--- config.mk ---
export PLATFORM = sky130hd
export DESIGN_NAME = fc_argmax
export DESIGN_NICKNAME = d
export VERILOG_FILES = /design/src/rtl/dcnn_pkg.sv /design/src/rtl/fc_argmax.sv
export SDC_FILE = /design/constraint.sdc
export NUM_CORES = 1
export LEC_CHECK = 0
export CAP_MARGIN = 20
export CORE_MARGIN = 2
export CORE_UTILIZATION = 47
export CTS_BUF_LIST = sky130_fd_sc_hd__clkbuf_8
export CTS_CLUSTER_SIZE = 25
export DETAILED_ROUTE_END_ITERATION = 10
export GPL_ROUTABILITY_DRIVEN = 0
export HOLD_SLACK_MARGIN = 0.12
export PLACE_DENSITY = 0.82
export SKIP_LAST_GASP = 1
export SLEW_MARGIN = 15
export SYNTH_ARGS = -nofsm -noshare
export SYNTH_HDL_FRONTEND = slang
export SYNTH_SLANG_ARGS = --single-unit
--- constraint.sdc ---
create_clock -name clk -period 3.5 [get_ports clk]
set_input_delay 0.525 -clock clk [delete_from_list [all_inputs] [get_ports clk]]
set_output_delay 0.525 -clock clk [all_outputs]
set_load 0.02 [all_outputs]
--- src/rtl/dcnn_pkg.sv ---
// Shared types for the DCNN accelerator datapath stages.
package dcnn_pkg;

  localparam int DATA_W = 16;

  typedef logic signed [DATA_W-1:0] score_t;

  typedef enum logic [1:0] {
    IDLE,
    SCAN,
    HOLD
  } fc_argmax_state_t;

endpackage

--- src/rtl/fc_argmax.sv ---
// Streaming argmax over one frame of NUM_CLASSES signed scores; result held
// on a valid/ready output until the consumer takes it.
module fc_argmax
  import dcnn_pkg::*;
#(
  parameter int NUM_CLASSES = 10,
  parameter int DATA_W      = dcnn_pkg::DATA_W,
  localparam int IDX_W      = (NUM_CLASSES > 2) ? $clog2(NUM_CLASSES) : 1
) (
  input  logic              clk,
  input  logic              rst_n,
  input  logic              start,
  input  logic              in_valid,
  output logic              in_ready,
  input  logic [DATA_W-1:0] in_data,
  input  logic              in_last,
  output logic              out_valid,
  input  logic              out_ready,
  output logic [IDX_W-1:0]  out_class,
  output logic [DATA_W-1:0] out_score,
  output logic              busy,
  output logic              err_len
);

  fc_argmax_state_t r_state, w_state_nxt;

  logic [IDX_W-1:0]         r_count;
  logic [IDX_W-1:0]         r_idx;
  logic signed [DATA_W-1:0] r_max;
  logic                     r_err_len;

  logic w_beat;
  logic w_final_beat;
  logic w_take;

  assign w_beat       = in_valid && (r_state == SCAN);
  assign w_final_beat = (r_count == IDX_W'(NUM_CLASSES - 1));
  // first beat always loads; strict > keeps the lower index on ties
  assign w_take       = (r_count == '0) || ($signed(in_data) > r_max);

  always_ff @(posedge clk or negedge rst_n) begin
    if (!rst_n) begin
      r_state <= IDLE;
    end else begin
      r_state <= w_state_nxt;
    end
  end

  always_comb begin
    w_state_nxt = r_state;
    unique case (r_state)
      IDLE: if (start) w_state_nxt = SCAN;
      SCAN: if (w_beat && w_final_beat) w_state_nxt = HOLD;
      HOLD: if (out_ready) w_state_nxt = IDLE;
      default: w_state_nxt = IDLE;
    endcase
  end

  always_ff @(posedge clk or negedge rst_n) begin
    if (!rst_n) begin
      r_count   <= '0;
      r_idx     <= '0;
      r_max     <= '0;
      r_err_len <= 1'b0;
    end else if (r_state == IDLE && start) begin
      r_count   <= '0;
      r_err_len <= 1'b0;
    end else if (w_beat) begin
      if (w_take) begin
        r_max <= $signed(in_data);
        r_idx <= r_count;
      end
      r_count <= r_count + 1'b1;
      // in_last only flags a mismatch; frame length is fixed by the counter
      if (in_last != w_final_beat) begin
        r_err_len <= 1'b1;
      end
    end
  end

  assign in_ready  = (r_state == SCAN);
  assign out_valid = (r_state == HOLD);
  assign busy      = (r_state != IDLE);
  assign out_class = r_idx;
  assign out_score = r_max;
  assign err_len   = r_err_len;

endmodule

==> run_results.csv, run 1 <==
group,metric,value,unit
yosys,synth_top_area_share,42.59,%
yosys,synth_cells,171,
power_and_ir_drop,p_leak,0.9732,nW
critical_path,r2r_start,"out_score[13]$_DFFE_PN0P_",
cts,hold_buffers,0,
cts,cts_buffer_depth,2,
placement,port_buffers,45,
critical_path,critical_path_peak_fanout,10,
global_routing,antenna_found_initial,0,
floorplan,fp-row-count,21,
cells_and_area,area_delta_synth_final,34.31,%
placement,place_hpwl,2638,um
cts,cts_tree,"done",
drt,via_count,1420,
cts,cts_root_buffer,"clkbuf_8",
global_routing,grt-ovfl-total,0,
hold_path,hold_depth,2,
cells_and_area,layout_common_cells,"45 x clkdlybuf4s50_1, 27 x o21ai_0, 27 x dfrtp_1, 24 x inv_1, 19 x ha_1",
critical_path,cp.arrival,3.02,ns
cts,clock_latency,0.27,ns
cells_and_area,regArea,675.6,um^2
hold_path,worstHoldEndpoint,"out_class[2]$_DFFE_PN0P_",
cells_and_area,fillers,268,
cts,htree_levels,1,
cts,clock-sinks,27,
sta,finalHoldViolCount,0,
power_and_ir_drop,powerDensity,861.6,mW/mm^2
cts,clk_pin_slew,0.09,ns
yosys,synth_cell_types,32,
sta,fmax,0.3538,GHz
floorplan,io_pins,46,
global_routing,grtUsageTotal,19.73,%
drt,ant_nets,0,
yosys,yosys_register_bits,27,
sta,drv_slew,0,
floorplan,die_w,62.10,um
job,drv_cap,0,
sta,post-route-min-period,2.826,ns
status,status,"finished, final reports clean",
floorplan,die_h,62.10,um
cells_and_area,layout_commonest_cell,"clkdlybuf4s50_1",
sta,maxSlewHeadroom,64.45,%
critical_path,cp.required,3.70,ns
floorplan,die_area,0.003856,mm^2
critical_path,worst-r2r-cell-count,9,
sta,setup_viol,0,
cts,cts_setup_buffers,0,
global_routing,grt_max_degree,28,
critical_path,start_kind,"input port",
global_routing,grt_pass1_wl,6203,um
yosys,yosys.area.top_type,"dfrtp_1",
hold_path,min-delay-start,"out_class[2]$_DFFE_PN0P_",
critical_path,reg2reg_slack,0.97,ns
global_routing,grt_pass1_vias,1482,
floorplan,core-area,0.003284,mm^2
sta,fin_worst_skew,0.001783,ns
sta,fin_setup_tns,0,ns
cts,postCtsResizedCells,0,
power_and_ir_drop,total_power,1.836,mW
cells_and_area,multi_input_area,785.8,um^2
drt,dr.first_iter.drc_count,60,
drt,drc,0,
drt,dr.pass1.iters,4,
critical_path,r2r-end,"out_score[12]$_DFFE_PN0P_",
drt,drt-vias-per-instance,5.379,
drt,wirelength,3461,um
cells_and_area,n_antenna_cell,0,
sta,tightestPinTransition,0.5276,ns
cts,cts_buffers,3,
cells_and_area,drive_gt1_share,4.587,%
critical_path,critPathKind,"in2reg",
floorplan,start_util,48.30,%
cells_and_area,fin_nets,260,
hold_path,hp-class,"reg2reg",
sta,rsz0062_at_grt,"false",
critical_path,critPathCaptureType,"flop",
yosys,synth.cell_area,0.001587,mm^2
drt,post_drt_wl_per_cell,13.11,um
yosys,synthTopCellsByArea,"dfrtp_1 43%, ha_1 15%, o21ai_0 8.5%",
power_and_ir_drop,peakVddDrop,0.3742,mV
yosys,ys_seq_area_share,42.59,%
sta,post-route-period-util,80.75,%
yosys,synth.yosys.warnings,0,
yosys,synth.net_count,212,
yosys,avgSynthCellArea,9.278,um^2
cell families (layout without fill, tap and decap cells):
logic type | count (synthesis) | in the layout | share of synthesized area [%]
muxes | 3 | 3 | 2.839
DFF | 27 | 27 | 42.59
and+or+nand+nor | 35 | 35 | 10.65
xor gates and xnor gates | 2 | 2 | 1.104
AOI/OAI and AO/OA | 56 | 56 | 19.95
adders and majority gates | 19 | 19 | 14.98
buffers and inverters | 29 | 76 | 7.886
area by class of cell:
class | instances | share of cell area, %
Multi-Input combinational cell | 115 | 36.88
Sequential cell | 27 | 31.71
Timing Repair Buffer | 49 | 22.55
Inverter | 23 | 4.052
Tap cell | 46 | 2.701
Clock buffer | 3 | 1.938
Clock inverter | 1 | 0.1762
where the power goes:
group	switching [mW]	total [mW]	internal (mW)	leakage (nW)
logic	0.583	1.09	0.510	0.618
clock network	0.0959	0.175	0.0788	0.0269
registers	0.106	0.568	0.462	0.328
critical path: stages:
cell and delay, ns:
clkdlybuf4s50_1 0.42, ha_1 0.32, a21o_1 0.19, a21o_1 0.17, o41a_1 0.39, o31a_1 0.25
or2_1 0.37, buf_4 0.24, o21ai_0 0.15
worst max path at each step:
stage          slack (ns)   startpoint                   endpoint  depth (start not counted)
2_1_floorplan        0.98  in_data[13]   out_class[0]$_DFFE_PN0P_                          8
3_3_place_gp         0.43  in_data[13]   out_class[0]$_DFFE_PN0P_                          8
3_5_place_dp         0.39  in_data[13]  out_score[12]$_DFFE_PN0P_                          9
4_1_cts              0.66  in_data[13]  out_score[12]$_DFFE_PN0P_                          9
5_1_grt              0.56  in_data[13]  out_score[13]$_DFFE_PN0P_                          9
6_report             0.67  in_data[13]  out_score[12]$_DFFE_PN0P_                          9
through the flow:
step / utilization [%] / hold slack, ns / cells / cell area (um^2) / worst slack (ns)
2_1_floorplan: - / 0.2294 / 171 / 1587 / 0.9808
3_3_place_gp: 63.50 / 0.5104 / 260 / 2086 / 0.4278
3_5_place_dp: 63.50 / 0.5093 / 260 / 2086 / 0.3878
4_1_cts: 64.88 / 0.5399 / 264 / 2131 / 0.6606
5_1_grt: 64.88 / 0.5464 / 264 / 2131 / 0.5591
6_report: 64.88 / 0.5352 / 264 / 2131 / 0.6739
synthesized netlist by cell type:
| cell type | number |
|---|---|
| dfrtp_1 | 27 |
| nand2b_1 | 1 |
| buf_2 | 1 |
| nand4_1 | 3 |
| o21ai_0 | 27 |
| buf_6 | 2 |
| nand4b_1 | 1 |
| or3_1 | 1 |
| a21oi_1 | 8 |
| or2_1 | 1 |
| nor2_1 | 6 |
| o31a_1 | 1 |
| o21ai_1 | 10 |
| o21a_1 | 1 |
| a211oi_1 | 1 |
| mux2_4 | 3 |
| a41oi_1 | 1 |
| nand2_1 | 12 |
| clkbuf_1 | 3 |
| xnor2_1 | 1 |
| a31oi_1 | 1 |
| o41a_1 | 1 |
| nor2b_1 | 3 |
| ha_1 | 19 |
| nor4_1 | 1 |
| inv_1 | 23 |
| nand3_1 | 3 |
| o221ai_1 | 1 |
| a21o_1 | 2 |
| xor2_1 | 1 |
| a22o_1 | 2 |
| nor3_1 | 3 |
layer usage:
layer	global-route usage (%)	wire length (um)	vias up
li1	-	-	688
met1	23.57	1526	688
met2	34.92	1699	38
met3	4.348	184	6
met4	7.222	51	0
met5	0	0	-
registers in the layout (all words and copies together), names as in the netlist:
register / flops
out_score: 16
r_state: 2
r_count: 4
out_class: 4
err_len: 1
Power figures use the tool's default switching activity.
==> run 2: changes to the inputs <==
==> constraint.sdc (replaced) <==
create_clock -name clk -period 3 [get_ports clk]
set_input_delay 0.45 -clock clk [delete_from_list [all_inputs] [get_ports clk]]
set_output_delay 0.45 -clock clk [all_outputs]
set_load 0.02 [all_outputs]
==> run 2 against run 1 <==
Against the previous run: die area unchanged; cell area increased by 0.41%; worst setup slack got worse by 0.39 ns; clock-buffer cell count unchanged; largest power group unchanged; power increased by 17%; non-clock buffer count increased by 1.
==> run_results.csv, run 2 (same netlist as run 1, synthesis figures left out) <==
group,metric,value,unit
critical_path,critPathCaptureType,"flop",
sta,finalHoldViolCount,0,
cells_and_area,fin_nets,261,
global_routing,grt_max_degree,28,
floorplan,die_w,62.10,um
power_and_ir_drop,p_leak,0.9769,nW
drt,ant_nets,0,
cts,cts_tree,"done",
sta,setup_viol,0,
sta,tightestPinTransition,0.4659,ns
cts,cts_buffer_depth,2,
cts,clk_pin_slew,0.09,ns
floorplan,die_h,62.10,um
job,drv_cap,0,
cells_and_area,final_area,0.002140,mm^2
cells_and_area,multi_input_area,785.8,um^2
cells_and_area,fillers,260,
global_routing,antenna_found_initial,0,
global_routing,grt_pass1_vias,1411,
floorplan,die_area,0.003856,mm^2
cts,cts_root_buffer,"clkbuf_8",
sta,rsz0062_at_grt,"false",
cts,hold_buffers,0,
drt,dr.pass1.iters,4,
critical_path,cp.arrival,2.91,ns
cells_and_area,n_antenna_cell,0,
cells_and_area,layout_commonest_cell,"clkdlybuf4s50_1",
cells_and_area,drive_gt1_share,5.479,%
drt,wirelength,3438,um
power_and_ir_drop,peakVddDrop,0.4546,mV
sta,setup_slack,0.2817,ns
power_and_ir_drop,powerDensity,1008,mW/mm^2
critical_path,critPathKind,"in2reg",
critical_path,start_kind,"input port",
placement,placed_area,0.002093,mm^2
sta,post-route-period-util,90.61,%
global_routing,grtUsageTotal,19.62,%
global_routing,grt-ovfl-total,0,
cells_and_area,area_delta_synth_final,34.86,%
floorplan,start_util,48.30,%
drt,via_count,1369,
placement,place_hpwl,2654,um
drt,drt-vias-per-instance,5.166,
cells_and_area,regArea,675.6,um^2
floorplan,fp-row-count,21,
cts,htree_levels,1,
global_routing,grt_pass1_wl,6272,um
drt,post_drt_wl_per_cell,12.97,um
cts,cts_buffers,3,
floorplan,core-area,0.003284,mm^2
drt,drc,0,
critical_path,critical_path_peak_fanout,8,
sta,drv_slew,0,
cts,cts_setup_buffers,0,
cts,clock-sinks,27,
critical_path,cp.required,3.19,ns
floorplan,io_pins,46,
placement,dpl_worst_slack,-0.009720,ns
hold_path,hp-class,"reg2reg",
sta,fmax,0.3679,GHz
placement,port_buffers,45,
cells_and_area,largest_reg_flops,16,
power_and_ir_drop,total_power,2.157,mW
critical_path,reg2reg_slack,0.50,ns
sta,post-route-min-period,2.718,ns
sta,maxSlewHeadroom,68.61,%
cts,postCtsResizedCells,0,
sta,fin_worst_skew,0.001625,ns
cts,clock_latency,0.27,ns
cells_and_area,layout_common_cells,"45 x clkdlybuf4s50_1, 27 x o21ai_0, 27 x dfrtp_1, 23 x inv_1, 19 x ha_1",
drt,dr.first_iter.drc_count,52,
status,status,"finished, final reports clean",
## run 2: cell type report
class / instances / area share [%]
well taps: 46 / 2.690
clock buffers: 3 / 1.930
repair buffers: 50 / 22.81
multi-input cells: 115 / 36.73
inverters: 23 / 4.035
clock inverters: 1 / 0.2339
flip-flops and latches: 27 / 31.58
## run 2: layer usage
layer | part of all wire (%) | global-route usage, %
met2 | 50 | 34.38
met1 | 43 | 25.47
met3 | 5.7 | 3.623
met5 | 0 | 0
met4 | 0.90 | 4.167
## run 2: final timing paths
kind                                      startpoint  cells past startpoint                        end
setup reg to reg           out_score[13]$_DFFE_PN0P_                      9  out_score[12]$_DFFE_PN0P_
setup / recovery                         in_data[13]                      9  out_score[12]$_DFFE_PN0P_
max in group asynchronous                      rst_n                      2   out_class[1]$_DFFE_PN0P_
hold reg to reg             out_class[0]$_DFFE_PN0P_                      1   out_class[0]$_DFFE_PN0P_
min in group asynchronous                      rst_n                      2   out_score[5]$_DFFE_PN0P_
hold / removal              out_class[0]$_DFFE_PN0P_                      1   out_class[0]$_DFFE_PN0P_
## run 2: metrics by stage
step           cells  setup TNS, ns  util (%)  hold WS [ns]
2_1_floorplan    171              0         -        0.1544
3_3_place_gp     261              0     63.73        0.5116
3_5_place_dp     261       -0.03143     63.73        0.5048
4_1_cts          265              0     65.14        0.5310
5_1_grt          265              0     65.14        0.5536
6_report         265              0     65.14        0.5290
## run 2: power breakdown
part	total (mW)	switching, mW	internal, mW
sequential	0.667	0.129	0.539
clock	0.206	0.113	0.0930
combinational	1.28	0.677	0.606
## run 2: worst max-delay path: stages
cell             delay (ns)
clkdlybuf4s50_1        0.43
ha_1                   0.32
a21o_1                 0.18
a21o_1                 0.17
o41a_1                 0.38
o31a_1                 0.25
or2_1                  0.35
buf_4                  0.22
o21ai_0                0.15
